## config.mk

```make
export PLATFORM = sky130hd
export DESIGN_NAME = pipeline_ctrl
export DESIGN_NICKNAME = d
export VERILOG_FILES = /design/src/rtl/pipeline_ctrl_pkg.sv /design/src/rtl/pipeline_ctrl_counter.sv /design/src/rtl/pipeline_ctrl.sv
export SDC_FILE = /design/constraint.sdc
export NUM_CORES = 1
export LEC_CHECK = 0
export ABC_AREA = 1
export BUFFER_PORTS_ARGS = -buffer_cell sky130_fd_sc_hd__buf_4
export CAP_MARGIN = 0
export CORE_UTILIZATION = 40
export DETAILED_ROUTE_END_ITERATION = 10
export PLACE_DENSITY = 0.68
export SLEW_MARGIN = 10
export SYNTH_ARGS = -nofsm -noshare
export SYNTH_HDL_FRONTEND = slang
export SYNTH_SLANG_ARGS = --single-unit
```

## constraint.sdc

```tcl
create_clock -name clk -period 1.5 [get_ports clk]
set_input_delay 0.225 -clock clk [delete_from_list [all_inputs] [get_ports clk]]
set_output_delay 0.225 -clock clk [all_outputs]
set_load 0.005 [all_outputs]
```

## src/rtl/pipeline_ctrl_pkg.sv

```systemverilog
// Shared types for the pipeline stall/flush scheduler: FSM states, stage
// register indices and the bundled control word with its canned patterns.
package pipeline_ctrl_pkg;

  localparam int unsigned MDU_CYCLES_DEF = 34;
  localparam int unsigned CNT_W_DEF      = 6;

  localparam int unsigned IF_ID  = 0;
  localparam int unsigned ID_EX  = 1;
  localparam int unsigned EX_MEM = 2;
  localparam int unsigned MEM_WB = 3;

  typedef enum logic [1:0] {
    RUN,
    DMEM_WAIT,
    MDU_WAIT,
    REDIR_WAIT
  } state_t;

  typedef struct packed {
    logic       pc_en;
    logic [3:0] en;
    logic [3:0] flush;
    logic       redirect_hold;
    logic       mdu_done;
  } ctrl_t;

  function automatic ctrl_t ctrl_advance();
    ctrl_t c;
    c.pc_en         = 1'b1;
    c.en            = 4'b1111;
    c.flush         = 4'b0000;
    c.redirect_hold = 1'b0;
    c.mdu_done      = 1'b0;
    return c;
  endfunction

  function automatic ctrl_t ctrl_reset();
    ctrl_t c;
    c.pc_en         = 1'b0;
    c.en            = 4'b0000;
    c.flush         = 4'b1111;
    c.redirect_hold = 1'b0;
    c.mdu_done      = 1'b0;
    return c;
  endfunction

  // Trap: redirect PC to the handler and squash everything younger than WB.
  function automatic ctrl_t ctrl_trap();
    ctrl_t c;
    c = ctrl_advance();
    c.flush[IF_ID]  = 1'b1;
    c.flush[ID_EX]  = 1'b1;
    c.flush[EX_MEM] = 1'b1;
    return c;
  endfunction

  function automatic ctrl_t ctrl_dmem_freeze();
    ctrl_t c;
    c = ctrl_advance();
    c.pc_en         = 1'b0;
    c.en            = 4'b0000;
    c.flush[MEM_WB] = 1'b1;
    return c;
  endfunction

  function automatic ctrl_t ctrl_mdu_hold();
    ctrl_t c;
    c = ctrl_advance();
    c.pc_en         = 1'b0;
    c.en[IF_ID]     = 1'b0;
    c.en[ID_EX]     = 1'b0;
    c.flush[EX_MEM] = 1'b1;
    return c;
  endfunction

endpackage

```

## src/rtl/pipeline_ctrl_counter.sv

```systemverilog
// Loadable down counter with zero flag; decrement saturates at zero so the
// MDU occupancy count can never wrap.
module ctrl_down_counter #(
  parameter int unsigned CNT_W = 6
) (
  input  logic             clk,
  input  logic             rst,
  input  logic             load,
  input  logic [CNT_W-1:0] load_val,
  input  logic             dec,
  output logic [CNT_W-1:0] cnt,
  output logic             zero
);

  assign zero = (cnt == '0);

  // NOTE: sequential state uses non-blocking assignments so every flop
  // samples pre-edge values regardless of process evaluation order.
  always_ff @(posedge clk) begin
    if (rst)
      cnt <= '0;
    else if (load)
      cnt <= load_val;
    else if (dec && !zero)
      cnt <= cnt - 1'b1;
  end

endmodule

```

## src/rtl/pipeline_ctrl.sv

```systemverilog
// Central stall/flush scheduler for the 5-stage core: merges hazard, branch,
// trap, memory handshake and MDU occupancy into PC and stage-register controls.
module pipeline_ctrl
  import pipeline_ctrl_pkg::*;
#(
  parameter int unsigned MDU_CYCLES = MDU_CYCLES_DEF,
  parameter int unsigned CNT_W      = CNT_W_DEF
) (
  input  logic clk,
  input  logic rst,
  input  logic stall_ld,
  input  logic ex_multicycle,
  input  logic branch_taken,
  input  logic trap_wb,
  input  logic ifetch_ready,
  input  logic dmem_req,
  input  logic dmem_ready,
  output logic pc_en,
  output logic if_id_en,
  output logic if_id_flush,
  output logic id_ex_en,
  output logic id_ex_flush,
  output logic ex_mem_en,
  output logic ex_mem_flush,
  output logic mem_wb_en,
  output logic mem_wb_flush,
  output logic redirect_hold,
  output logic mdu_done
);

  // Entry cycle counts as the first of MDU_CYCLES, so the wait phase runs
  // MDU_CYCLES-2 decrements before the final done cycle at zero.
  localparam logic [CNT_W-1:0] MDU_LOAD = CNT_W'(MDU_CYCLES - 2);

  state_t           state_q, state_d;
  ctrl_t            ctrl;
  logic             mdu_block_q;
  logic             mdu_start;
  logic             dmem_stall;
  logic             cnt_load;
  logic [CNT_W-1:0] cnt_load_val;
  logic             cnt_dec;
  logic [CNT_W-1:0] cnt;
  logic             cnt_zero;

  ctrl_down_counter #(.CNT_W(CNT_W)) u_mdu_cnt (
    .clk      (clk),
    .rst      (rst),
    .load     (cnt_load),
    .load_val (cnt_load_val),
    .dec      (cnt_dec),
    .cnt      (cnt),
    .zero     (cnt_zero)
  );

  // A level still high after mdu_done belongs to the finished op.
  assign mdu_start  = ex_multicycle && !mdu_block_q;
  assign dmem_stall = dmem_req && !dmem_ready;

  always_ff @(posedge clk) begin
    if (rst) begin
      state_q     <= RUN;
      mdu_block_q <= 1'b0;
    end else begin
      state_q <= state_d;
      if (ctrl.mdu_done)
        mdu_block_q <= 1'b1;
      else if (!ex_multicycle)
        mdu_block_q <= 1'b0;
    end
  end

  always_comb begin
    // NOTE: every signal driven here gets a default first, so no path can
    // leave one unassigned and infer a latch.
    ctrl         = ctrl_advance();
    state_d      = state_q;
    cnt_load     = 1'b0;
    cnt_load_val = '0;
    cnt_dec      = 1'b0;

    case (state_q)
      RUN: begin
        if (trap_wb) begin
          ctrl = ctrl_trap();
        end else if (dmem_stall) begin
          ctrl    = ctrl_dmem_freeze();
          state_d = DMEM_WAIT;
        end else if (mdu_start) begin
          ctrl         = ctrl_mdu_hold();
          cnt_load     = 1'b1;
          cnt_load_val = MDU_LOAD;
          state_d      = MDU_WAIT;
        end else if (branch_taken) begin
          ctrl.flush[IF_ID] = 1'b1;
          ctrl.flush[ID_EX] = 1'b1;
          if (!ifetch_ready) begin
            ctrl.pc_en         = 1'b0;
            ctrl.redirect_hold = 1'b1;
            state_d            = REDIR_WAIT;
          end
        end else if (stall_ld) begin
          ctrl.pc_en        = 1'b0;
          ctrl.en[IF_ID]    = 1'b0;
          ctrl.flush[ID_EX] = 1'b1;
        end else if (!ifetch_ready) begin
          ctrl.pc_en        = 1'b0;
          ctrl.flush[IF_ID] = 1'b1;
        end
      end

      DMEM_WAIT: begin
        if (!dmem_ready)
          ctrl = ctrl_dmem_freeze();
        else
          state_d = RUN;
      end

      MDU_WAIT: begin
        if (trap_wb) begin
          ctrl         = ctrl_trap();
          cnt_load     = 1'b1;
          cnt_load_val = '0;
          state_d      = RUN;
        end else if (cnt_zero) begin
          ctrl.mdu_done = 1'b1;
          state_d       = RUN;
        end else begin
          ctrl    = ctrl_mdu_hold();
          cnt_dec = 1'b1;
        end
      end

      REDIR_WAIT: begin
        if (trap_wb) begin
          ctrl    = ctrl_trap();
          state_d = RUN;
        end else begin
          // The word arriving on the ready cycle was fetched from the old
          // path, so IF/ID is bubbled even as the PC finally loads.
          ctrl.redirect_hold = 1'b1;
          ctrl.flush[IF_ID]  = 1'b1;
          ctrl.pc_en         = ifetch_ready;
          if (ifetch_ready)
            state_d = RUN;
        end
      end

      default: state_d = RUN;
    endcase

    ctrl.en = ctrl.en & ~ctrl.flush;

    if (rst) begin
      ctrl    = ctrl_reset();
      state_d = RUN;
    end
  end

  assign pc_en         = ctrl.pc_en;
  assign if_id_en      = ctrl.en[IF_ID];
  assign if_id_flush   = ctrl.flush[IF_ID];
  assign id_ex_en      = ctrl.en[ID_EX];
  assign id_ex_flush   = ctrl.flush[ID_EX];
  assign ex_mem_en     = ctrl.en[EX_MEM];
  assign ex_mem_flush  = ctrl.flush[EX_MEM];
  assign mem_wb_en     = ctrl.en[MEM_WB];
  assign mem_wb_flush  = ctrl.flush[MEM_WB];
  assign redirect_hold = ctrl.redirect_hold;
  assign mdu_done      = ctrl.mdu_done;

  // WB always holds a bubble while a data access is outstanding.
  no_trap_in_dmem_wait: assert property (
    @(posedge clk) disable iff (rst) !(trap_wb && state_q == DMEM_WAIT)
  );

endmodule

```

After elaboration in Yosys (flattened, before gate mapping) --
Cells that the tools add are included.
Word-level totals: register bits 9, bits of input ports 9, output and inout port bits 11, logic and storage cells 79
Cells by class: add/sub/neg operators 1, eq/ne operators 10, muxes and demuxes 53, bitwise operators 2, reductions and logical operators 10
Operator list (count):
- 2-to-1 mux 11 bit | 5
- case mux 11 bit (4 select lines) | 1
- 2-to-1 mux 6 bit | 6
- 2-to-1 mux 1 bit | 25
- 2-to-1 mux 2 bit | 12
- 2-to-1 mux 10 bit | 1
- != test 4 bit, second input constant | 2
- case mux 2 bit (4 select lines) | 1
- logical NOT 6 bit | 1
- AND reduction 6 bit | 1
- subtractor 6 x 1 -> 6 bit, second input constant | 1
- bitwise AND 4 bit | 1
- == test 2 bit, second input constant | 2
- != test 2 bit, second input constant | 2
- inverter 4 bit | 1
- logical AND 1 bit | 3
- logical NOT 1 bit | 3
- 2-to-1 mux 3 bit | 1
- != test 3 x 2 -> 1 bit, second input constant | 1
- != test 3 bit, second input constant | 1
- == test 2 x 1 -> 1 bit, second input constant | 1
- logical NOT 2 bit | 1
- != test 2 x 1 -> 1 bit, second input constant | 1
- case mux 1 bit (2 select lines) | 1
- nonzero test 2 bit | 1

Logic depth before layout (Yosys ltp) --
depth after elaboration 11, depth in mapped cells 10, gate-level depth less buffers 10

Cells and area by module --
From an unflattened synthesis, not the netlist that was laid out.
Unflattened totals: cell total of the unflattened synthesis 163, area total of the unflattened synthesis 977.2 um2
By module, submodules not included:
- pipeline_ctrl | instances 1, cells an instance 95, area an instance 555.5 um2, sequential area each 60.1 um2
- ctrl_down_counter | instances 1, cells an instance 68, area an instance 421.7 um2, sequential area each 120.1 um2

Least setup slack after synthesis --
No wires, ideal clock.
kind register -> output, from reg u_mdu_cnt.cnt[0], to out pc_en, arrival 1.086 ns, required time 1.275 ns, path slack 0.189 ns, stages on the path, launching flop included 9, path buffers 0, path through dfxtp_1 -> inv_1 -> ha_1 -> nand3_1 -> nand2_2 -> nand2_1 -> inv_1 -> nand2_1 -> nor3_1
On the way: word-level cells in the longest chain between the ends 5
RTL lines:
- start, declared | RTL line pipeline_ctrl_counter.sv:11 | output logic [CNT_W-1:0] cnt,
- start signal, assigned | RTL line pipeline_ctrl_counter.sv:23 | cnt <= load_val;
- start signal, assigned | RTL line pipeline_ctrl_counter.sv:25 | cnt <= cnt - 1'b1;
- logical NOT 6 bit | RTL line pipeline_ctrl_counter.sv:15 | assign zero = (cnt == '0);
- 2-to-1 mux 10 bit | RTL line pipeline_ctrl.sv:125 | end else if (cnt_zero) begin
- 2-to-1 mux 11 bit | RTL line pipeline_ctrl.sv:120 | if (trap_wb) begin
- case mux 11 bit (4 select lines) | RTL line pipeline_ctrl.sv:82 | case (state_q)
- 2-to-1 mux 11 bit | RTL line pipeline_ctrl.sv:154 | if (rst) begin
- end, declared | RTL line pipeline_ctrl.sv:18 | output logic pc_en,
No other way between the ends.

Worst setup path in the final report --
from reg u_mdu_cnt.cnt[1], to out ex_mem_en
On the way: word-level cells in the longest chain between the ends 7
RTL lines:
- logical NOT 6 bit | RTL line pipeline_ctrl_counter.sv:15
- 2-to-1 mux 10 bit | RTL line pipeline_ctrl.sv:125
- 2-to-1 mux 11 bit | RTL line pipeline_ctrl.sv:120
- case mux 11 bit (4 select lines) | RTL line pipeline_ctrl.sv:82
- inverter 4 bit | RTL line pipeline_ctrl.sv:152 | ctrl.en = ctrl.en & ~ctrl.flush;
- bitwise AND 4 bit | RTL line pipeline_ctrl.sv:152
- 2-to-1 mux 11 bit | RTL line pipeline_ctrl.sv:154
- end, declared | RTL line pipeline_ctrl.sv:23 | output logic ex_mem_en,
No other way between the ends.

==> results.cfg <==
[worst_setup_path]
crit_buf_inv = 2
slowest_delay_ns = 0.32
crit_fanout = 3
cp_top_family = simple AND/OR/NAND/NOR gates
path_cells = inv_2 > ha_4 > nand4_1 > nand2_2 > nand2_1 > nor2_1 > buf_4
crit_slowest_cell = dfxtp_2
cp-start-kind = flip-flop
rr_startpoint = state_q[0]$_SDFFE_PP0P_
critical_path_required_ns = 1.27
worstSetupPathType = reg -> out
cp_data_arrival_time_ns = 1.39
cp-end-kind = primary output
setup.worst_path.start = u_mdu_cnt.cnt[1]$_SDFFE_PP0P_

[grt]
grt.overflow.total = 0
busiest_layer = met2
grt_max_degree = 11
antenna_found_initial = 0
grt_util_met2 = 0.372
grtUsageMet3 = 0.0471
met1_usage = 0.320
grt_pass1_vias = 837
grt_pass1_wl_mm = 3.57
grt_usage = 0.229

[clocking]
clk_pin_slew_ns = 0.07
cts_made_buffers = 3
insertion_delay_ns = 0.26
htreeDepth = 1
cts.sinks = 9
cts_root_buf = clkbuf_4
max-clock-path-buffers = 2
tritoncts = done

[yosys]
synthMostInstantiatedCell = nand2_1
ys_seq_area_frac = 0.229
syn_inst = 143
synth_flop_cell = dfxtp_1
synth.area.top_cells = dfxtp_1, nand2_1, nor2_1
ys_ff_latch = 9
ys_async_sr_fraction = 0
ys_warn_count = 0
synth_top_cell_by_area = dfxtp_1
synth_edf_count = 0
ys_types = 24
avgSynthCellArea_um2 = 5.51
ys_top_cells_by_count = nand2_1, nor2_1, inv_1, dfxtp_1, nand3_1
post_synth_instance_area_um2 = 788
synth_fp_nets = 154
yosysTopAreaCellShare = 0.229

[final_layout]
area_growth_pct = 60.0
fin_nets = 190
antenna-diode-count = 0
fill_cells = 156
drive_gt1_frac = 0.472
layout.cells.non_filler = 203
finish.instance_area_um2 = 1260

[run_status]
violations = setup timing
outcome = finished, violations left

[die]
fp.dieH_um = 46.4
io_pins = 20
initial_core_util = 0.442
dieWidth_um = 46.4
coreArea_um2 = 1780
floorplan.rows = 15
die-area_um2 = 2150

[sta]
rsz0062_at_grt = true
setup_viol = 11
layout_setup_ws_ns = -0.111
slew_viol_final = 0
timing.fmax_ghz = 0.621
min_period_ns = 1.61
max_slew_margin = 0.810
finalClockSkew_ns = 0.00574
final_hold_viol_count = 0
max_slew.worst_pin.slew_ns = 0.282
min_period_over_period = 1.07
fin_setup_tns_ns = -0.784

[power_and_ir_drop]
p_leak_nw = 0.629
ir_worst_vdd_mv = 0.909
power_density_nw_per_um2 = 1230

[routing]
drt_first_iter_violations = 22
drc = 0
avgViaCountPerCell = 4.92
wl_per_cell_um = 12.1
ant_nets = 0
vias = 998
routed_wl_mm = 2.45
drtPass1Iterations = 4

[worst_hold_path]
min_from = rst
hp-class = in -> reg

[place]
dp.cells = 187
gp_congestion = 0.861
placed_area_um2 = 966
pre_cts_ws_ns = 0.0201
dpl.hpwl_mm = 1.55
numPortBuffers = 19

[flow_run]
cap_violations = 0
==> final cells by class <==
class | count | area [um2] | area share
tap | 25 | 31.3 | 0.0248
sequential | 9 | 194 | 0.154
timing repair buffer | 33 | 259 | 0.205
multi-input combinational | 108 | 651 | 0.516
clock buffer | 4 | 26.3 | 0.0208
inverter | 24 | 100 | 0.0794
==> per-stage QoR <==
step,power [W],hold slack [ns],util
after floorplan,0.000819,0.368,-
after global placement,0.00102,0.438,0.542
after detailed placement,0.00102,0.447,0.542
after CTS,0.00138,0.215,0.641
after global routing,0.00169,0.227,0.707
final,0.00155,0.222,0.707
==> kinds of logic (layout without fill, tap and decap cells) <==
kind of cell | count (synthesis) | after routing | synth area share
AND/OR/NAND/NOR | 86 | 86 | 0.460
buffers and inverters | 26 | 61 | 0.129
AO/OA/AOI/OAI | 18 | 18 | 0.129
flip-flops | 9 | 9 | 0.229
adder cells (fa/ha/maj) | 2 | 2 | 0.0317
XOR/XNOR | 2 | 2 | 0.0222
==> sequential cells by signal, indices dropped and copies added (netlist names) <==
| signal | count |
|---|---|
| mdu_block_q | 1 |
| state_q | 2 |
| u_mdu_cnt.cnt | 6 |
==> metal layers <==
layer | up-vias | wire, um | share of wire
li1 | 515 | - | -
met1 | 452 | 1100 | 0.45
met2 | 31 | 1240 | 0.50
met3 | 0 | 111 | 0.045
met4 | 0 | 0 | 0
met5 | - | 0 | 0
==> power breakdown <==
part / switching, W / internal [W]
sequential: 0.0000872 / 0.000295
combinational: 0.000533 / 0.000444
clock: 0.0000922 / 0.000103
==> final timing paths <==
path | to | slack, ns | cells past startpoint
worst max-delay path | ex_mem_en | -0.11 | 7
worst min-delay path | u_mdu_cnt.cnt[4]$_SDFFE_PP0P_ | 0.22 | 2
worst max register to register | u_mdu_cnt.cnt[1]$_SDFFE_PP0P_ | -0.09 | 10
worst min register to register | mdu_block_q$_SDFFE_PP0P_ | 0.46 | 2
==> timing repair <==
action / CTS / global route
pin swaps: 8 / 14
hold buffers: 0 / 0
buffers inserted: 9 / 3
gates resized for setup: 32 / 30
endpoints found under the setup margin: 11 / 17
==> layout by cell type (no fill, tap or decap), types with 4 or more instances in the layout <==
master,count
nor2_1,19
dfxtp_2,5
nand3_1,6
inv_2,6
a21oi_2,5
nand2_1,34
nor2_4,5
nand2_2,6
nand2_4,4
buf_4,30
inv_1,16
Note: power is estimated with default switching activity, not from simulation.
